===== config.mk =====
export PLATFORM = sky130hd
export DESIGN_NAME = mem_port_arbiter
export DESIGN_NICKNAME = d
export VERILOG_FILES = /design/src/rtl/cache_defs.sv /design/src/rtl/rr_pick2.sv /design/src/rtl/mem_port_arbiter.sv
export SDC_FILE = /design/constraint.sdc
export NUM_CORES = 1
export LEC_CHECK = 0
export ABC_AREA = 1
export BUFFER_PORTS_ARGS = -buffer_cell sky130_fd_sc_hd__buf_2
export CAP_MARGIN = 10
export CORE_AREA = 2 2 291 293
export DETAILED_ROUTE_END_ITERATION = 12
export DIE_AREA = 0 0 293 295
export PLACE_DENSITY = 0.32
export SYNTH_ARGS = -nofsm -noshare
export SYNTH_HDL_FRONTEND = slang
export SYNTH_SLANG_ARGS = --single-unit

===== constraint.sdc =====
create_clock -name clk -period 1.9 [get_ports clk]
set_clock_uncertainty 0.15 [all_clocks]
set_input_delay 0.19 -clock clk [delete_from_list [all_inputs] [get_ports clk]]
set_output_delay 0.19 -clock clk [all_outputs]
set_load 0.005 [all_outputs]

===== src/rtl/cache_defs.sv =====
// ============================================================================
//  Module   : cache_defs (package)
//  Brief    : Shared types and constants for the cache / memory-port slice.
//  Revision : 1.0 - initial release
// ============================================================================
`default_nettype none

package cache_defs;

  localparam int MEM_TIMEOUT_DEFAULT = 64;
  localparam int CACHE_ADDR_WIDTH    = 32;
  localparam int CACHE_LINE_WIDTH    = 128;

  typedef enum logic [1:0] {
    IDLE = 2'd0,
    MEM  = 2'd1,
    RESP = 2'd2
  } arb_state_t;

  // Command at the default slice widths.
  typedef struct packed {
    logic                        we;
    logic [CACHE_ADDR_WIDTH-1:0] addr;
    logic [CACHE_LINE_WIDTH-1:0] wdata;
  } mem_cmd_t;

endpackage

`default_nettype wire


===== src/rtl/rr_pick2.sv =====
// ============================================================================
//  Module   : rr_pick2
//  Brief    : Two-way round-robin pick; on contention the non-last grantee wins.
//  Revision : 1.0 - initial release
// ============================================================================
`default_nettype none

module rr_pick2 (
  input  logic [1:0] req,
  input  logic       last_gnt,
  output logic       valid,
  output logic       winner
);

  assign valid  = |req;
  assign winner = (req == 2'b11) ? ~last_gnt : req[1];

endmodule

`default_nettype wire


===== src/rtl/mem_port_arbiter.sv =====
// ============================================================================
//  Module   : mem_port_arbiter
//  Brief    : Round-robin share of one memory line port between D- and I-cache,
//             with a no-ack timeout. All outputs registered.
//  Revision : 1.0 - initial release
// ============================================================================
`default_nettype none

module mem_port_arbiter
  import cache_defs::*;
#(
  parameter int ADDR_WIDTH = 32,
  parameter int LINE_WIDTH = 128,
  parameter int TIMEOUT    = MEM_TIMEOUT_DEFAULT
) (
  input  logic                       clk,
  input  logic                       reset,
  input  logic [1:0]                 req,
  input  logic [1:0]                 req_we,
  input  logic [1:0][ADDR_WIDTH-1:0] req_addr,
  input  logic [1:0][LINE_WIDTH-1:0] req_wdata,
  output logic [1:0]                 gnt,
  output logic [1:0]                 resp_valid,
  output logic                       resp_err,
  output logic [LINE_WIDTH-1:0]      resp_rdata,
  output logic                       mem_req,
  output logic                       mem_we,
  output logic [ADDR_WIDTH-1:0]      mem_addr,
  output logic [LINE_WIDTH-1:0]      mem_wdata,
  input  logic [LINE_WIDTH-1:0]      mem_rdata,
  input  logic                       mem_ack,
  output logic                       busy
);

  localparam int             CW         = $clog2(TIMEOUT);
  localparam logic [CW-1:0]  C_CNT_LAST = CW'(TIMEOUT - 1);

  arb_state_t            r_state,      w_state_n;
  logic                  r_last_gnt,   w_last_gnt_n;
  logic                  r_owner,      w_owner_n;
  logic [CW-1:0]         r_cnt,        w_cnt_n;
  logic [1:0]            r_gnt,        w_gnt_n;
  logic [1:0]            r_resp_valid, w_resp_valid_n;
  logic                  r_resp_err,   w_resp_err_n;
  logic [LINE_WIDTH-1:0] r_resp_rdata, w_resp_rdata_n;
  logic                  r_mem_req,    w_mem_req_n;
  logic                  r_mem_we,     w_mem_we_n;
  logic [ADDR_WIDTH-1:0] r_mem_addr,   w_mem_addr_n;
  logic [LINE_WIDTH-1:0] r_mem_wdata,  w_mem_wdata_n;
  logic                  r_busy,       w_busy_n;
  logic                  w_pick_valid;
  logic                  w_pick_winner;

  rr_pick2 u_pick (
    .req      (req),
    .last_gnt (r_last_gnt),
    .valid    (w_pick_valid),
    .winner   (w_pick_winner)
  );

  // The mem_* registers double as the latched command register.
  always_comb begin
    w_state_n      = r_state;
    w_last_gnt_n   = r_last_gnt;
    w_owner_n      = r_owner;
    w_cnt_n        = r_cnt;
    w_gnt_n        = 2'b00;
    w_resp_valid_n = 2'b00;
    w_resp_err_n   = r_resp_err;
    w_resp_rdata_n = r_resp_rdata;
    w_mem_req_n    = 1'b0;
    w_mem_we_n     = r_mem_we;
    w_mem_addr_n   = r_mem_addr;
    w_mem_wdata_n  = r_mem_wdata;
    case (r_state)
      IDLE: begin
        if (w_pick_valid) begin
          w_gnt_n[w_pick_winner] = 1'b1;
          w_last_gnt_n           = w_pick_winner;
          w_owner_n              = w_pick_winner;
          w_mem_we_n             = req_we[w_pick_winner];
          w_mem_addr_n           = req_addr[w_pick_winner];
          w_mem_wdata_n          = req_wdata[w_pick_winner];
          w_mem_req_n            = 1'b1;
          w_cnt_n                = '0;
          w_state_n              = MEM;
        end
      end
      MEM: begin
        w_mem_req_n = 1'b1;
        // An ack on the final timeout cycle still completes normally.
        if (mem_ack) begin
          w_resp_valid_n[r_owner] = 1'b1;
          w_resp_err_n            = 1'b0;
          w_resp_rdata_n          = r_mem_we ? '0 : mem_rdata;
          w_mem_req_n             = 1'b0;
          w_state_n               = RESP;
        end else if (r_cnt == C_CNT_LAST) begin
          w_resp_valid_n[r_owner] = 1'b1;
          w_resp_err_n            = 1'b1;
          w_resp_rdata_n          = '0;
          w_mem_req_n             = 1'b0;
          w_state_n               = RESP;
        end else begin
          w_cnt_n = r_cnt + CW'(1);
        end
      end
      RESP:    w_state_n = IDLE;
      default: w_state_n = IDLE;
    endcase
    w_busy_n = (w_state_n != IDLE);
  end

  always_ff @(posedge clk) begin
    if (reset) begin
      r_state      <= IDLE;
      r_last_gnt   <= 1'b1;
      r_owner      <= 1'b0;
      r_cnt        <= '0;
      r_gnt        <= 2'b00;
      r_resp_valid <= 2'b00;
      r_resp_err   <= 1'b0;
      r_resp_rdata <= '0;
      r_mem_req    <= 1'b0;
      r_mem_we     <= 1'b0;
      r_mem_addr   <= '0;
      r_mem_wdata  <= '0;
      r_busy       <= 1'b0;
    end else begin
      r_state      <= w_state_n;
      r_last_gnt   <= w_last_gnt_n;
      r_owner      <= w_owner_n;
      r_cnt        <= w_cnt_n;
      r_gnt        <= w_gnt_n;
      r_resp_valid <= w_resp_valid_n;
      r_resp_err   <= w_resp_err_n;
      r_resp_rdata <= w_resp_rdata_n;
      r_mem_req    <= w_mem_req_n;
      r_mem_we     <= w_mem_we_n;
      r_mem_addr   <= w_mem_addr_n;
      r_mem_wdata  <= w_mem_wdata_n;
      r_busy       <= w_busy_n;
    end
  end

  assign gnt        = r_gnt;
  assign resp_valid = r_resp_valid;
  assign resp_err   = r_resp_err;
  assign resp_rdata = r_resp_rdata;
  assign mem_req    = r_mem_req;
  assign mem_we     = r_mem_we;
  assign mem_addr   = r_mem_addr;
  assign mem_wdata  = r_mem_wdata;
  assign busy       = r_busy;

endmodule

`default_nettype wire


Word-level counts from Yosys, hierarchy flattened

Cells that the tools add are included.

Bits in registers: 306
Input bits: 455
Output and inout bits: 296
Word-level logic and storage cells: 70

$add $sub $neg: 1
Order comparisons: 4
Equality and inequality tests: 6
Muxes and demuxes: 30
Bitwise gates (word level): 4
Reductions and logical operators: 12

Operators with widths:

| kind                                                                          | count |
|---|---|
| 128-bit 2-to-1 mux                                                            | 5 |
| 32-bit 2-to-1 mux                                                             | 2 |
| 6-bit 2-to-1 mux                                                              | 3 |
| 6-bit one-hot mux with 2 select lines                                         | 1 |
| 1-bit 2-to-1 mux                                                              | 10 |
| 2-bit 2-to-1 mux                                                              | 5 |
| 6-bit by 1-bit adder with 6-bit output (second input constant)                | 1 |
| 6-bit equality test (second input constant)                                   | 1 |
| 2-bit nonzero test                                                            | 3 |
| 1-bit by 2-bit less-than comparator with 1-bit output (second input constant) | 2 |
| 2-bit != test (second input constant)                                         | 2 |
| 1-bit inverter                                                                | 4 |
| 2-bit one-hot mux with 2 select lines                                         | 1 |
| 2-bit AND reduction                                                           | 2 |
| 4-bit AND reduction                                                           | 1 |
| 2-bit OR reduction                                                            | 2 |
| 3-bit OR reduction                                                            | 1 |
| 1-bit demux with 1-bit select                                                 | 2 |
| 2-bit by 1-bit equality test with 1-bit output (second input constant)        | 1 |
| 2-bit equality test (second input constant)                                   | 1 |
| 1-bit >= comparator (second input constant)                                   | 2 |
| 1-bit logical AND                                                             | 2 |
| 2-bit logical NOT                                                             | 1 |
| 2-bit by 1-bit != test with 1-bit output (second input constant)              | 1 |
| 1-bit one-hot mux with 2 select lines                                         | 1 |

Depth between registers and ports, before layout

Gate-level depths: netlist of the first run.

Depth after elaboration: 6
Mapped depth: 9
Depth with buffers taken out: 7

Hierarchy

From an unflattened synthesis of the first run, not the netlist that was laid out.

Cell total of the unflattened synthesis: 1712
Area, all modules: 12772.2 sq um

By module, submodules not included:

| module           | instances | cells each | area each (sq um) | sequential area each (sq um) |
|---|---|---|---|---|
| mem_port_arbiter | 1         | 1709       | 12757.2           | 6125.9 |
| rr_pick2         | 1         | 3          | 15.0              | 0.0 |

Worst setup path before layout of the first run

OpenSTA, ideal clock, no wires.

Path type: register to register
Start point: reg r_cnt[0]
End point: reg r_resp_rdata[14], in the netlist resp_rdata[14]
Library setup time: 132 ps
Data arrival time: 1344 ps
Data required time: 1618 ps
Slack: 273 ps
Stages on the path, launching flop included: 9
Path buffers: 2
Period minus slack after synthesis: 1627 ps
Cells stage by stage: dfxtp_1 -> ha_1 -> nand3_1 -> o21bai_2 -> nand2_2 -> buf_4 -> buf_2 -> nand2_1 -> a21oi_1

Word-level cells in the longest chain between the ends: 3

Ends and longest elaborated chain:

| what                                 | line                    | text |
|---|---|---|
| start, declared                      | mem_port_arbiter.sv:41  | `logic [CW-1:0] r_cnt, w_cnt_n;` |
| start signal, assigned               | mem_port_arbiter.sv:133 | `r_cnt <= w_cnt_n;` |
| 6-bit equality test                  | mem_port_arbiter.sv:98  | `end else if (r_cnt == C_CNT_LAST) begin` |
| 2-bit nonzero test (no source line)  | -                       |  |
| 2-bit AND reduction (no source line) | -                       |  |
| end signal, assigned                 | mem_port_arbiter.sv:137 | `r_resp_rdata <= w_resp_rdata_n;` |
| end, declared                        | mem_port_arbiter.sv:45  | `logic [LINE_WIDTH-1:0] r_resp_rdata, w_resp_rdata_n;` |

No other way between the ends.
A chain may end at the register's enable or synchronous reset.

Worst setup path in the final report of the first run

Start point: in req[0]
End point: reg r_mem_wdata[96], in the netlist mem_wdata[96]

Word-level cells in the longest chain between the ends: 4
Elaborated cells between the ends (all ways): 6
Classes of those cells: eq/ne: 1; mux: 3; reduce/logical: 2

Ends and longest elaborated chain:

| what                                                  | line                    | text |
|---|---|---|
| start, declared                                       | mem_port_arbiter.sv:18  | `input logic [1:0] req,` |
| 2-bit equality test                                   | rr_pick2.sv:16          | `assign winner = (req == 2'b11) ? ~last_gnt : req[1];` |
| 1-bit 2-to-1 mux                                      | rr_pick2.sv:16          |  |
| 128-bit 2-to-1 mux (not written as such) (2 in a row) | mem_port_arbiter.sv:83  | `w_mem_wdata_n = req_wdata[w_pick_winner];` |
| end signal, assigned                                  | mem_port_arbiter.sv:141 | `r_mem_wdata <= w_mem_wdata_n;` |
| end, declared                                         | mem_port_arbiter.sv:49  | `logic [LINE_WIDTH-1:0] r_mem_wdata, w_mem_wdata_n;` |

Parallel ways exist; a longest one is shown, timed or not. The select of a mux whose other input is x is not followed.

==> results of run 1 <==
-- layout by cell type, fill, tap and decap left out, drive strengths merged --
master	count
nor3	3
nand2	760
xor2	1
diode	3
ha	1
dlygate4sd3	453
o21ai	2
a21oi	135
o21bai	1
nand3b	1
bufinv	5
clkinv	3
dfxtp	306
nor2	13
nand4	1
clkbuf	65
clkinvlp	1
inv	16
buf	809
nand3	168
-- worst min-delay path, cell delays in order --
cell,delay [ns]
sky130_fd_sc_hd__buf_2,0.09
sky130_fd_sc_hd__inv_1,0.08
sky130_fd_sc_hd__a21oi_2,0.05
sky130_fd_sc_hd__nand4_1,0.19
sky130_fd_sc_hd__o21ai_0,0.12
-- stage by stage --
stage	instances	hold WS (ns)	utilization, %	power [mW]	setup TNS [ns]
detailed placement	3292	0.241	19.8	10.1	0
CTS	3817	0.0327	26.9	19.1	0
floorplan	1503	0.153	-	8.45	0
global route	3827	0.110	27.1	19.8	-0.0813
finish	3827	0.0720	27.1	18.7	0
global placement	3292	0.235	19.8	10.1	0
-- logic make-up after synthesis --
group | Yosys count
flip-flops | 306
XOR/XNOR | 1
AND/OR/NAND/NOR | 946
AO/OA/AOI/OAI | 138
buffers and inverters | 111
adder cells (fa/ha/maj) | 1
-- timing repair --
action                     in CTS  in global routing
hold endpoints to repair      295                  0
setup endpoints to repair       0                166
hold buffers                  453                  0
setup buffers                   0                  5
resized for setup               0                 18
-- power breakdown --
part / internal, mW / total [mW] / switching (mW)
Combinational: 1.86 / 3.47 / 1.61
Clock: 4.85 / 7.94 / 3.09
Sequential: 7.00 / 7.31 / 0.311
Total: 13.7 / 18.7 / 5.01
-- state kept, by name, indices dropped and copies added (netlist names) --
signal	count
busy	1
gnt	2
mem_addr	32
mem_req	1
mem_wdata	128
mem_we	1
r_cnt	6
r_last_gnt	1
r_owner	1
r_state	2
resp_err	1
resp_rdata	128
resp_valid	2
-- path summary, 6_finish.rpt --
path	from	end	slack [ns]	cells after the start
max	req[0]	mem_wdata[96]	0.07	12
min	req[1]	r_owner	0.07	5
min reg2reg	r_owner	resp_valid[0]	0.29	1
max reg2reg	r_state[0]	mem_wdata[96]	0.07	9
-- final cells by class --
cell class	instances	area (µm²)	share of cell area, %
clock inverters	9	174	0.771
clock buffers	63	1190	5.27
flip-flops and latches	306	6130	27.2
inverters	16	88.8	0.394
diodes	3	7.51	0.0333
multi-input cells	1086	4550	20.2
well taps	1080	1350	5.99
repair buffers	1264	9060	40.2
-- per-layer routing --
layer | track usage [%] | wire (µm) | up-vias | share of wire (%)
li1 | - | - | 7197 | -
met1 | 13.4 | 22500 | 6520 | 40
met2 | 22.0 | 28400 | 516 | 50
met3 | 2.86 | 3490 | 117 | 6.2
met4 | 5.15 | 2170 | 2 | 3.8
met5 | 0 | 16 | - | 0.028
==> metrics.csv, run 1 <==
stage,metric,value,unit
run_status,status,finished clean,
placed_design,dp_slack,0.0275,ns
min_path,hold_path_class,in -> reg,
sta,period_needed,1.83,ns
synthesis,synth.area.top_cells,"sky130_fd_sc_hd__dfxtp_1 (54%), sky130_fd_sc_hd__nand2_1 (25%), sky130_fd_sc_hd__nand3_1 (7.5%)",
clock_network,clock_sinks,306,
sta,final-hold-violation-count,0,
sta,setup_viol_count_final,0,
synthesis,synth.most_common_cell,sky130_fd_sc_hd__nand2_1,
worst_setup_path,endpoint_kind,register,
worst_setup_path,cp_data_arrival_time,2.18,ns
synthesis,synth_ff_type,sky130_fd_sc_hd__dfxtp_1,
routing,wl,56600,µm
placed_design,place.port_buffers,750,
sta,final_min_period_over_clock_period,96.5,%
worst_setup_path,timing.critical_path.buf_inv,7,
floorplan,design.die.area,86400,µm²
global_route,grt_usage,12.1,%
worst_setup_path,crit_path_frequent_cell,sky130_fd_sc_hd__nand2_1,
pwr,p_leak,10.6,nW
layout,area_delta_synth_final,100,%
synthesis,yosysTopAreaCellShare,54.4,%
sta,grt_setup_unrepaired,true,
floorplan,initial_core_util,13.5,%
sta,timing.final.max_slew_violations,0,
synthesis,net_count_synth,1959,
clock_network,clk_transition_reported_paths,0.06,ns
floorplan,core_area,83200,µm²
routing,route.detailed.vias_per_inst,3.75,
worst_setup_path,stage_delay_of_the_slowest_cell_on_the_critical_path,0.55,ns
layout,filler_cell_count,9118,
floorplan,rows,106,
sta,fmax,545,MHz
synthesis,muxShareOfSynthArea,0,%
layout,final_layout_size_suffix_gt1_share,32.3,%
sta,max-slew-margin-rel,53.7,%
sta,post-route-worst-setup-slack,0.0660,ns
placed_design,place_area,16400,µm²
synthesis,ys_warn_count,0,
synthesis,count_of_different_cell_masters_after_synthesis,24,
worst_setup_path,slowest_stage,sky130_fd_sc_hd__dlygate4sd3_1,
synthesis,ys_seq_elements,306,
worst_setup_path,crit_path_cell_trace,dlygate4sd3_1 -> buf_2 -> inv_1 -> nand2_1 -> nand2_1 -> buf_4 -> nor3_4 -> buf_12 -> buf_12 -> buf_16 -> nand2_1 -> nand3_1,
global_route,grt_antenna_before_repair,4,
synthesis,synth_seq_area_share,54.4,%
clock_network,tritoncts,yes,
worst_setup_path,critPathKind,in -> reg,
pwr,worst_ir_drop_vdd,0.000479,V
synthesis,netlist.top_cell.by_area,sky130_fd_sc_hd__dfxtp_1,
worst_setup_path,crit_family,buffers and inverters,
routing,drc_errors,0,
floorplan,fp.dieH,295,µm
synthesis,netlist_instances,1503,
global_route,grt_first_pass_wirelength,82500,µm
layout,finalNetCount,3171,
worst_setup_path,timing.critical_path.required,2.25,ns
worst_setup_path,top_fanout_value_on_the_critical_path,28,
synthesis,synth-compound-area-share,6.23,%
clock_network,htree_num_levels,2,
synthesis,syn_area,11300,µm²
synthesis,area_share_of_xor_xnor_cells_in_the_synthesized_design,0.0778,%
synthesis,async_reset_ff_share,0,%
global_route,grt_start_max_net_pins,138,
routing,dr_total_vias,14352,
floorplan,die_w,293,µm
synthesis,synth_top_cells_by_count,"sky130_fd_sc_hd__nand2_1 (758), sky130_fd_sc_hd__dfxtp_1 (306), sky130_fd_sc_hd__nand3_1 (168)",
placed_design,dp_hpwl,40300,µm
synthesis,synth-simple-area-share,33.7,%
layout,design_area,22600,µm²
routing,drtAntennaViolNets,0,
routing,firstDrtPassIters,5,
synthesis,synth_enable_flop_cells,0,
global_route,grt-ovfl-total,0,
sta,worst_slew_pin_tran,0.695,ns
clock_network,clk-insertion-delay-late,0.56,ns
routing,drt_first_iter_violations,450,
worst_setup_path,start_kind,input port,
floorplan,num_io_pins,751,
clock_network,clk_root_buffer_cell,sky130_fd_sc_hd__clkbuf_16,
routing,post_drt_wl_per_cell,14.8,µm
pwr,powerDensity,830,nW/µm²
clock_network,clock_tree_buffer_depth,3,
global_route,via_count_of_the_first_global_routing_pass,14854,
placed_design,routabilityCongestion,0.800,
run,drv_cap,0,
synthesis,average_cell_area_after_synthesis,7.49,µm²
synthesis,dominant_combinational_cell_family_by_area_after_synthesis,simple AND/OR/NAND/NOR gates,
clock_network,tritoncts.num_buffers,41,
synthesis,synthAdderAreaFrac,0.111,%
No activity file was read; power rests on OpenSTA's default activity.
==> run 2, diff against run 1 <==
--- a/config.mk
+++ b/config.mk
@@ -12,6 +12,7 @@
 export DETAILED_ROUTE_END_ITERATION = 12
 export DIE_AREA = 0 0 293 295
 export PLACE_DENSITY = 0.32
+export RECOVER_POWER = 50
 export SYNTH_ARGS = -nofsm -noshare
 export SYNTH_HDL_FRONTEND = slang
 export SYNTH_SLANG_ARGS = --single-unit
==> run 2 against run 1 <==
Net effect:
- final cell count about the same
- maximum frequency up 0.20%
- flip-flop and latch count unchanged
- power down 0.53%
- worst hold slack better by 0.0028 ns
- wire length about the same
- first-iteration DRC count down 0.67%
- count of clock-buffer cells in the layout unchanged
- critical path type unchanged
- sequential share of layout area up 0.36 points
- critical path depth unchanged
- sequential power about the same
- global-route usage unchanged
==> metrics.csv, run 2 (synthesis results as in run 1) <==
stage,metric,value,unit
run_status,status,finished clean,
global_route,grt_usage,12.1,%
sta,fmax,546,MHz
layout,utilization,26.8,%
floorplan,initial_core_util,13.5,%
worst_setup_path,critPathKind,in -> reg,
placed_design,place.port_buffers,750,
floorplan,design.die.area,86400,µm²
layout,layout.cells.most_common_list,"sky130_fd_sc_hd__nand2_1 (757), sky130_fd_sc_hd__buf_2 (515), sky130_fd_sc_hd__dlygate4sd3_1 (453)",
sta,final_min_period_over_clock_period,96.3,%
layout,area_delta_synth_final,97.8,%
layout,mostFrequentLayoutCell,sky130_fd_sc_hd__nand2_1,
clock_network,clock_sinks,306,
clock_network,clk_transition_reported_paths,0.06,ns
layout,final_layout_size_suffix_gt1_share,23.7,%
global_route,grt_start_max_net_pins,138,
worst_setup_path,r2r_setup_slack,0.08,ns
placed_design,dp_cells,3292,
sta,setup_viol_count_final,0,
floorplan,num_io_pins,751,
pwr,p_leak,9.63,nW
routing,firstDrtPassIters,5,
routing,drc_errors,0,
worst_setup_path,endpoint_kind,register,
sta,worst_slew_pin_tran,0.691,ns
routing,route.detailed.vias_per_inst,3.76,
worst_setup_path,crit_path_frequent_cell,sky130_fd_sc_hd__nand2_1,
global_route,grt-ovfl-total,0,
global_route,via_count_of_the_first_global_routing_pass,14854,
clock_network,clk_root_buffer_cell,sky130_fd_sc_hd__clkbuf_16,
sta,post-route-worst-setup-slack,0.0697,ns
floorplan,core_area,83200,µm²
placed_design,dp_hpwl,40300,µm
global_route,grt_first_pass_wirelength,82500,µm
global_route,grt_antenna_before_repair,4,
sta,final-hold-violation-count,0,
clock_network,tritoncts,yes,
worst_setup_path,crit_family,buffers and inverters,
worst_setup_path,start_kind,input port,
worst_setup_path,crit_path_cell_trace,dlygate4sd3_1 -> buf_2 -> inv_1 -> nand2_1 -> nand2_1 -> buf_4 -> nor3_4 -> buf_12 -> buf_12 -> buf_16 -> nand2_1 -> nand3_1,
placed_design,routabilityCongestion,0.800,
placed_design,dp_slack,0.0275,ns
min_path,hold_path_class,in -> reg,
sta,finalHoldWorstSlack,0.0748,ns
clock_network,htree_num_levels,2,
pwr,powerDensity,837,nW/µm²
clock_network,clk-insertion-delay-late,0.56,ns
worst_setup_path,timing.critical_path.required,2.25,ns
sta,timing.final.max_slew_violations,0,
run,drv_cap,0,
layout,filler_cell_count,9204,
pwr,worst_ir_drop_vdd,0.000476,V
worst_setup_path,slowest_stage,sky130_fd_sc_hd__dlygate4sd3_1,
floorplan,die_w,293,µm
routing,drtAntennaViolNets,0,
clock_network,tritoncts.num_buffers,41,
sta,max-slew-margin-rel,53.9,%
floorplan,rows,106,
worst_setup_path,stage_delay_of_the_slowest_cell_on_the_critical_path,0.55,ns
worst_setup_path,top_fanout_value_on_the_critical_path,28,
routing,drt_first_iter_violations,447,
routing,post_drt_wl_per_cell,14.8,µm
routing,dr_total_vias,14392,
routing,wl,56500,µm
sta,period_needed,1.83,ns
sta,grt_setup_unrepaired,true,
floorplan,fp.dieH,295,µm
clock_network,clock_tree_buffer_depth,3,
worst_setup_path,timing.critical_path.buf_inv,7,
worst_setup_path,cp_data_arrival_time,2.18,ns
layout,final_cell_count_no_fill,3828,
layout,finalNetCount,3171,
## run 2: cell types whose count changed in the layout (fill, tap and decap cells not counted)
cell                       before  now
sky130_fd_sc_hd__buf_4         37   36
sky130_fd_sc_hd__clkbuf_1      14  249
sky130_fd_sc_hd__buf_2        749  515
sky130_fd_sc_hd__diode_2        3    4
## run 2: power breakdown
group | internal, mW | switching (mW)
clock network | 4.85 | 3.10
registers | 7.00 | 0.322
logic | 1.75 | 1.61
total | 13.6 | 5.03
## run 2: through the flow
step / total power [mW] / TNS (ns) / instance area [µm²]
floorplan: 8.45 / 0 / 11300
global placement: 10.1 / 0 / 16400
detailed placement: 10.1 / 0 / 16400
CTS: 19.1 / 0 / 22300
finish: 18.6 / 0 / 22300
global route: 19.7 / -0.0813 / 22300
## run 2: layout make-up
type / count / area (µm²) / area share, %
antenna: 4 / 10.0 / 0.0450
sequential: 306 / 6130 / 27.5
timing repair buffer: 1264 / 8760 / 39.4
clock buffer: 63 / 1190 / 5.34
clock inverter: 9 / 174 / 0.781
inverter: 16 / 88.8 / 0.399
multi-input combinational: 1086 / 4550 / 20.5
tap: 1080 / 1350 / 6.07
## run 2: final timing paths
check | from | end | depth (start not counted)
hold reg to reg | r_owner | resp_valid[0] | 1
setup / recovery | req[0] | mem_wdata[96] | 12
setup reg to reg | r_state[0] | mem_wdata[96] | 9
hold / removal | req[1] | r_owner | 5
## run 2: timing repair
item	in CTS	in global routing
endpoints found under the hold margin	295	0
hold buffers	453	0
setup buffers	0	5
setup endpoints to repair	0	166
gates resized for setup	0	18
## run 2: metal layers
layer / vias up / share of wire [%] / global-route usage [%]
met5: - / 0.028 / 0
met4: 2 / 3.7 / 5.15
met3: 110 / 6.1 / 2.86
met2: 509 / 50 / 22.0
met1: 6569 / 40 / 13.4
li1: 7202 / - / -
## run 2: tightest hold or removal path, cell delays in order
cell,delay [ns]
sky130_fd_sc_hd__buf_2,0.09
sky130_fd_sc_hd__inv_1,0.08
sky130_fd_sc_hd__a21oi_2,0.05
sky130_fd_sc_hd__nand4_1,0.19
sky130_fd_sc_hd__o21ai_0,0.12
